**src/rtl/fp_multiply_pipe.sv**
```systemverilog
// Three-stage IEEE-754 style multiplier: unpack, multiply, round/pack.
// Define FPMUL_FLAGS_EN to add the registered oFlags output.
module fp_multiply_pipe #(
  parameter int EXP_W = 8,
  parameter int MAN_W = 23
) (
  input  logic                 clk,
  input  logic                 resetn,
  input  logic [EXP_W+MAN_W:0] iA,
  input  logic [EXP_W+MAN_W:0] iB,
  input  logic                 iValid,
  output logic                 oDone,
  output logic [EXP_W+MAN_W:0] oZ
`ifdef FPMUL_FLAGS_EN
  ,
  output logic [3:0]           oFlags
`endif
);

  localparam int W   = 1 + EXP_W + MAN_W;
  localparam int EW2 = EXP_W + 2;
  localparam int MW1 = MAN_W + 1;
  localparam int PW  = 2 * MW1;

  localparam logic [EW2-1:0] BIAS =
    EW2'((1 << (EXP_W - 1)) - 1);
  localparam logic [EW2-1:0] EMAX =
    EW2'((1 << EXP_W) - 1);

  typedef struct packed {
    logic           sign;
    logic           nan;
    logic           inf;
    logic           zero;
`ifdef FPMUL_FLAGS_EN
    logic           invalid;
`endif
    logic [EW2-1:0] exp;
    logic [MW1-1:0] ma;
    logic [MW1-1:0] mb;
  } s1_t;

  typedef struct packed {
    logic           sign;
    logic           nan;
    logic           inf;
    logic           zero;
`ifdef FPMUL_FLAGS_EN
    logic           invalid;
`endif
    logic [EW2-1:0] exp;
    logic [PW-1:0]  prod;
  } s2_t;

  logic v1;
  logic v2;
  s1_t  r1;
  s1_t  s1_n;
  s2_t  r2;
  s2_t  s2_n;

  logic             sa;
  logic             sb;
  logic [EXP_W-1:0] ea;
  logic [EXP_W-1:0] eb;
  logic [MAN_W-1:0] fa;
  logic [MAN_W-1:0] fb;
  logic             a_zero;
  logic             b_zero;
  logic             a_inf;
  logic             b_inf;
  logic             a_nan;
  logic             b_nan;
  logic             inv;

  assign {sa, ea, fa} = iA;
  assign {sb, eb, fb} = iB;

  // Subnormals are folded into zero here.
  assign a_zero = (ea == '0);
  assign b_zero = (eb == '0);
  assign a_inf  = (&ea) && (fa == '0);
  assign b_inf  = (&eb) && (fb == '0);
  assign a_nan  = (&ea) && (fa != '0);
  assign b_nan  = (&eb) && (fb != '0);
  assign inv    = (a_inf & b_zero) | (b_inf & a_zero);

  always_comb begin
    s1_n      = '0;
    s1_n.sign = sa ^ sb;
    s1_n.nan  = a_nan | b_nan | inv;
    s1_n.inf  = (a_inf | b_inf) & ~s1_n.nan;
    s1_n.zero = (a_zero | b_zero)
              & ~(a_nan | b_nan | a_inf | b_inf);
`ifdef FPMUL_FLAGS_EN
    s1_n.invalid = inv;
`endif
    s1_n.exp  = {2'b00, ea} + {2'b00, eb} - BIAS;
    s1_n.ma   = {1'b1, fa};
    s1_n.mb   = {1'b1, fb};
  end

  always_comb begin
    s2_n      = '0;
    s2_n.sign = r1.sign;
    s2_n.nan  = r1.nan;
    s2_n.inf  = r1.inf;
    s2_n.zero = r1.zero;
`ifdef FPMUL_FLAGS_EN
    s2_n.invalid = r1.invalid;
`endif
    s2_n.exp  = r1.exp;
    s2_n.prod = PW'(r1.ma) * PW'(r1.mb);
  end

  logic             top;
  logic [PW-1:0]    norm;
  logic [EW2-1:0]   e_n;
  logic [EW2-1:0]   e_f;
  logic [MW1-1:0]   m;
  logic [MW1:0]     m_r;
  logic [MAN_W-1:0] frac;
  logic             g;
  logic             rb;
  logic             st;
  logic             up;
  logic             carry;
  logic             is_ovf;
  logic             is_unf;
  logic [W-1:0]     z_n;

  // Product lies in [1,4); bring the leading one to the MSB.
  assign top   = r2.prod[PW-1];
  assign norm  = top ? r2.prod : {r2.prod[PW-2:0], 1'b0};
  assign e_n   = r2.exp + {{(EW2-1){1'b0}}, top};
  assign m     = norm[PW-1:MAN_W+1];
  assign g     = norm[MAN_W];
  assign rb    = norm[MAN_W-1];
  assign st    = |norm[MAN_W-2:0];
  assign up    = g & (rb | st | m[0]);
  assign m_r   = {1'b0, m} + {{MW1{1'b0}}, up};
  assign carry = m_r[MW1];
  assign frac  = carry ? m_r[MAN_W:1] : m_r[MAN_W-1:0];
  assign e_f   = e_n + {{(EW2-1){1'b0}}, carry};

  assign is_ovf = ~e_f[EW2-1] && (e_f >= EMAX);
  assign is_unf = e_f[EW2-1] || (e_f == '0);

  always_comb begin
    z_n = {r2.sign, e_f[EXP_W-1:0], frac};
    if (r2.nan)
      z_n = {1'b0, {EXP_W{1'b1}}, 1'b1,
             {(MAN_W-1){1'b0}}};
    else if (r2.inf || is_ovf)
      z_n = {r2.sign, {EXP_W{1'b1}}, {MAN_W{1'b0}}};
    else if (r2.zero || is_unf)
      z_n = {r2.sign, {(EXP_W+MAN_W){1'b0}}};
  end

  always_ff @(posedge clk) begin
    r1 <= s1_n;
    r2 <= s2_n;
  end

  always_ff @(posedge clk) begin
    if (!resetn) begin
      v1    <= 1'b0;
      v2    <= 1'b0;
      oDone <= 1'b0;
      oZ    <= '0;
    end else begin
      v1    <= iValid;
      v2    <= v1;
      oDone <= v2;
      if (v2) oZ <= z_n;
    end
  end

`ifdef FPMUL_FLAGS_EN
  logic       special;
  logic       f_ovf;
  logic       f_unf;
  logic       f_inx;
  logic [3:0] flags_n;

  assign special = r2.nan | r2.inf | r2.zero;
  assign f_ovf   = ~special & is_ovf;
  assign f_unf   = ~special & ~is_ovf & is_unf;
  assign f_inx   = f_ovf | f_unf
                 | (~special & (g | rb | st));
  assign flags_n = {r2.invalid, f_ovf, f_unf, f_inx};

  always_ff @(posedge clk) begin
    if (!resetn) oFlags <= '0;
    else if (v2) oFlags <= flags_n;
  end
`endif

endmodule

```
**config.mk**
```make
export PLATFORM = sky130hd
export DESIGN_NAME = fp_multiply_pipe
export DESIGN_NICKNAME = d
export VERILOG_FILES = /design/src/rtl/fp_multiply_pipe.sv
export SDC_FILE = /design/constraint.sdc
export NUM_CORES = 2
export LEC_CHECK = 0
export ABC_CLOCK_PERIOD_IN_PS = 16560
export BUFFER_PORTS_ARGS = -buffer_cell sky130_fd_sc_hd__buf_2
export CAP_MARGIN = 5
export CORE_MARGIN = 2
export CORE_UTILIZATION = 51
export DETAILED_ROUTE_END_ITERATION = 10
export HOLD_SLACK_MARGIN = 0.1
export PLACE_DENSITY = 0.78
export SLEW_MARGIN = 20
export SYNTH_ARGS = -nofsm -noshare
export SYNTH_HDL_FRONTEND = slang
export SYNTH_SLANG_ARGS = --single-unit
```
**constraint.sdc**
```tcl
create_clock -name clk -period 16.56 [get_ports clk]
set_input_delay 1.656 -clock clk [delete_from_list [all_inputs] [get_ports clk]]
set_output_delay 1.656 -clock clk [all_outputs]
set_load 0.005 [all_outputs]
```
==> metrics.txt <==
post-synthesis cell count=2707; Hold Startpoint=r1[48]; IO Count=100; commonest non-fill, non-tap cell in the layout=inv_1; Die Y=223 um; Vias per Instance=5.50; H-Tree Depth=4; worst-margin pin slew=1.26 ns; share of cells above drive strength 1=0.0674; port buffer count=99; mapped cell area=24500 um2; num rows=80; CTS Buf Count=17; final WL=66400 um; status=finished clean; max incr delay on CP=0.96 ns; Layout area overhead=6.65%; sequential area share after synthesis=0.128; clk buf depth=2; routability cong.=0.970; Final Hold Viols=0; GR Util All Layers=0.278; Die X=223 um; DRC viols=0; Initial Util=0.515; final core occ=0.549; nets=3473; Final Skew=0.0180 ns; Fin Hold WS=0.320 ns; MaxCap Viol Count=0; clock latency on the worst-skew pair=0.50 ns; total die area=49900 um2; final period utilization=0.488; crit-path most repeated cell=fa_1; DR iter-0 viols=1713; setup violators final=0; Worst Setup Path Type=reg2reg; Setup crit start kind=register; Yosys reg bits=157; WP data required=16.95 ns; clk root buf=clkbuf_16; ys flop type=dfxtp_1; min-delay worst type=reg2reg; initial antenna violation count=1; largest net degree at the start of global routing=46; fin. max-slew vios=0; crit-path leading delay family=adder cells; FMAX=0.124 GHz; unrepaired setup endpoints after global routing=no; Post-CTS Hold Buffers=0; CP max-delay cell=dfxtp_1; crit path launch=r1[8]; RR Startpoint=r1[8]; Post-synth ARST share=0; 1st-pass router iterations=6; CP max FO=17; Fin Setup TNS=0 ns; GRT overflow=0; vias post-DR=18500; syn_nets=3449; vias in the first global route=20100; Netlist cell types=78; drt wl/cell=19.8 um; Critical Path End Type=register; CTS Sinks=157; most frequent cells in the layout=598 x inv_1, 484 x fa_1, 329 x nand2_1; Bufs and invs on worst path=7; Post-CTS Setup Bufs=0; Worst EP arrival=8.47 ns; Post-synth EDFFs=0; final setup margin=8.48 ns; pre-CTS WS=8.68 ns; post-CTS sizing=0; CTS clk-pin slew, worst paths=0.08 ns; first-pass GRT wire length=107000 um; core area=47600 um2; hpwl dp=51600 um; critical path, cell by cell=clkinv_1, nor2_1, fa_1, fa_1, inv_1, fa_1, inv_1, fa_1, inv_1, fa_1, inv_1, fa_1, inv_1, fa_1, inv_1, ha_1, and3_1, nand2_1, o211ai_2, a2111oi_1, o31ai_1, a31o_1, xor2_1; Max-slew headroom=0.158; TritonCTS clock tree=yes; antenna viol nets, final=0; Tmin final=8.08 ns; Syn. warnings=0; mean post-synth cell area=9.06 um2
[area by class of cell]
type                       count  area [um2]
clock inverter                15         216
clock buffer                  17         425
multi-input combinational   1827       18600
timing repair buffer         126         698
sequential                   157        3150
fill                        4216       21500
inverter                     602        2260
tap                          615         769
antenna                        1        2.50
[cell usage after synthesis, types with 4 or more instances]
| library cell | count | share of area |
|---|---|---|
| buf_2 | 10 | 0.0020 |
| clkbuf_1 | 104 | 0.016 |
| inv_1 | 598 | 0.092 |
| o21bai_1 | 15 | 0.0046 |
| xnor2_1 | 53 | 0.019 |
| a211oi_1 | 8 | 0.0024 |
| nor4_1 | 21 | 0.0054 |
| fa_1 | 484 | 0.40 |
| xor2_1 | 32 | 0.011 |
| nor3_1 | 20 | 0.0041 |
| a31oi_1 | 11 | 0.0028 |
| a21oi_1 | 81 | 0.017 |
| a21o_1 | 16 | 0.0049 |
| mux2i_1 | 10 | 0.0041 |
| o211ai_1 | 8 | 0.0024 |
| dfxtp_1 | 157 | 0.13 |
| nor2b_1 | 21 | 0.0054 |
| and2_1 | 263 | 0.067 |
| nor2_1 | 71 | 0.011 |
| a21boi_0 | 7 | 0.0021 |
| ha_1 | 191 | 0.097 |
| nand2_1 | 329 | 0.050 |
| o21ai_0 | 38 | 0.0078 |
| o22ai_1 | 11 | 0.0028 |
| o2111ai_1 | 4 | 0.0014 |
| o21a_1 | 12 | 0.0037 |
| nand3_1 | 24 | 0.0049 |
| nand4_1 | 22 | 0.0056 |
| nand2b_1 | 8 | 0.0020 |
| and3_1 | 9 | 0.0023 |
[cells by family (layout without fill, tap and decap cells)]
| group | Yosys count | count (layout) | synth area share |
|---|---|---|---|
| adder cells (fa/ha/maj) | 675 | 675 | 0.492 |
| AO/OA/AOI/OAI | 239 | 239 | 0.0633 |
| multiplexers | 12 | 12 | 0.00500 |
| flip-flops | 157 | 157 | 0.128 |
| AND/OR/NAND/NOR | 816 | 816 | 0.169 |
| buffers and inverters | 723 | 760 | 0.112 |
| XOR/XNOR | 85 | 85 | 0.0303 |
| other | 0 | 1 | 0 |
[state kept, by name, indices dropped and copies added (netlist names)]
signal  count
r2         62
r1         60
oZ         32
oDone       1
v1          1
v2          1
[metrics by stage]
stage / instances / instance area (um2)
5_1_grt: 3359 / 26200
3_5_place_dp: 3327 / 25500
2_1_floorplan: 2707 / 24500
3_3_place_gp: 3327 / 25500
6_report: 3360 / 26200
4_1_cts: 3359 / 26200
[final timing paths]
kind            end  slack [ns]  depth (start not counted)
max reg2reg  r2[46]        8.48                         23
max          r2[46]        8.48                         23
min reg2reg  r2[48]        0.32                          0
min          r2[48]        0.32                          0
[worst register-to-register path, delay by kind of cell (launching register included)]
family                   cells  cell delay [ns]
adder cells (fa/ha/maj)      8             3.86
XOR/XNOR                     1             0.13
AND/OR/NAND/NOR              3             0.61
AO/OA/AOI/OAI                4             1.44
buffers and inverters        7             0.99
flip-flops                   1             0.96
[per-layer routing]
metal	global-route usage	routed length, um
met5	0	0
met4	0.125	2860
met2	0.451	30600
met3	0.0732	6900
met1	0.351	26100
Power is not shown: default switching activity piles up to over one toggle a cycle in this logic, so the estimate is an artifact.
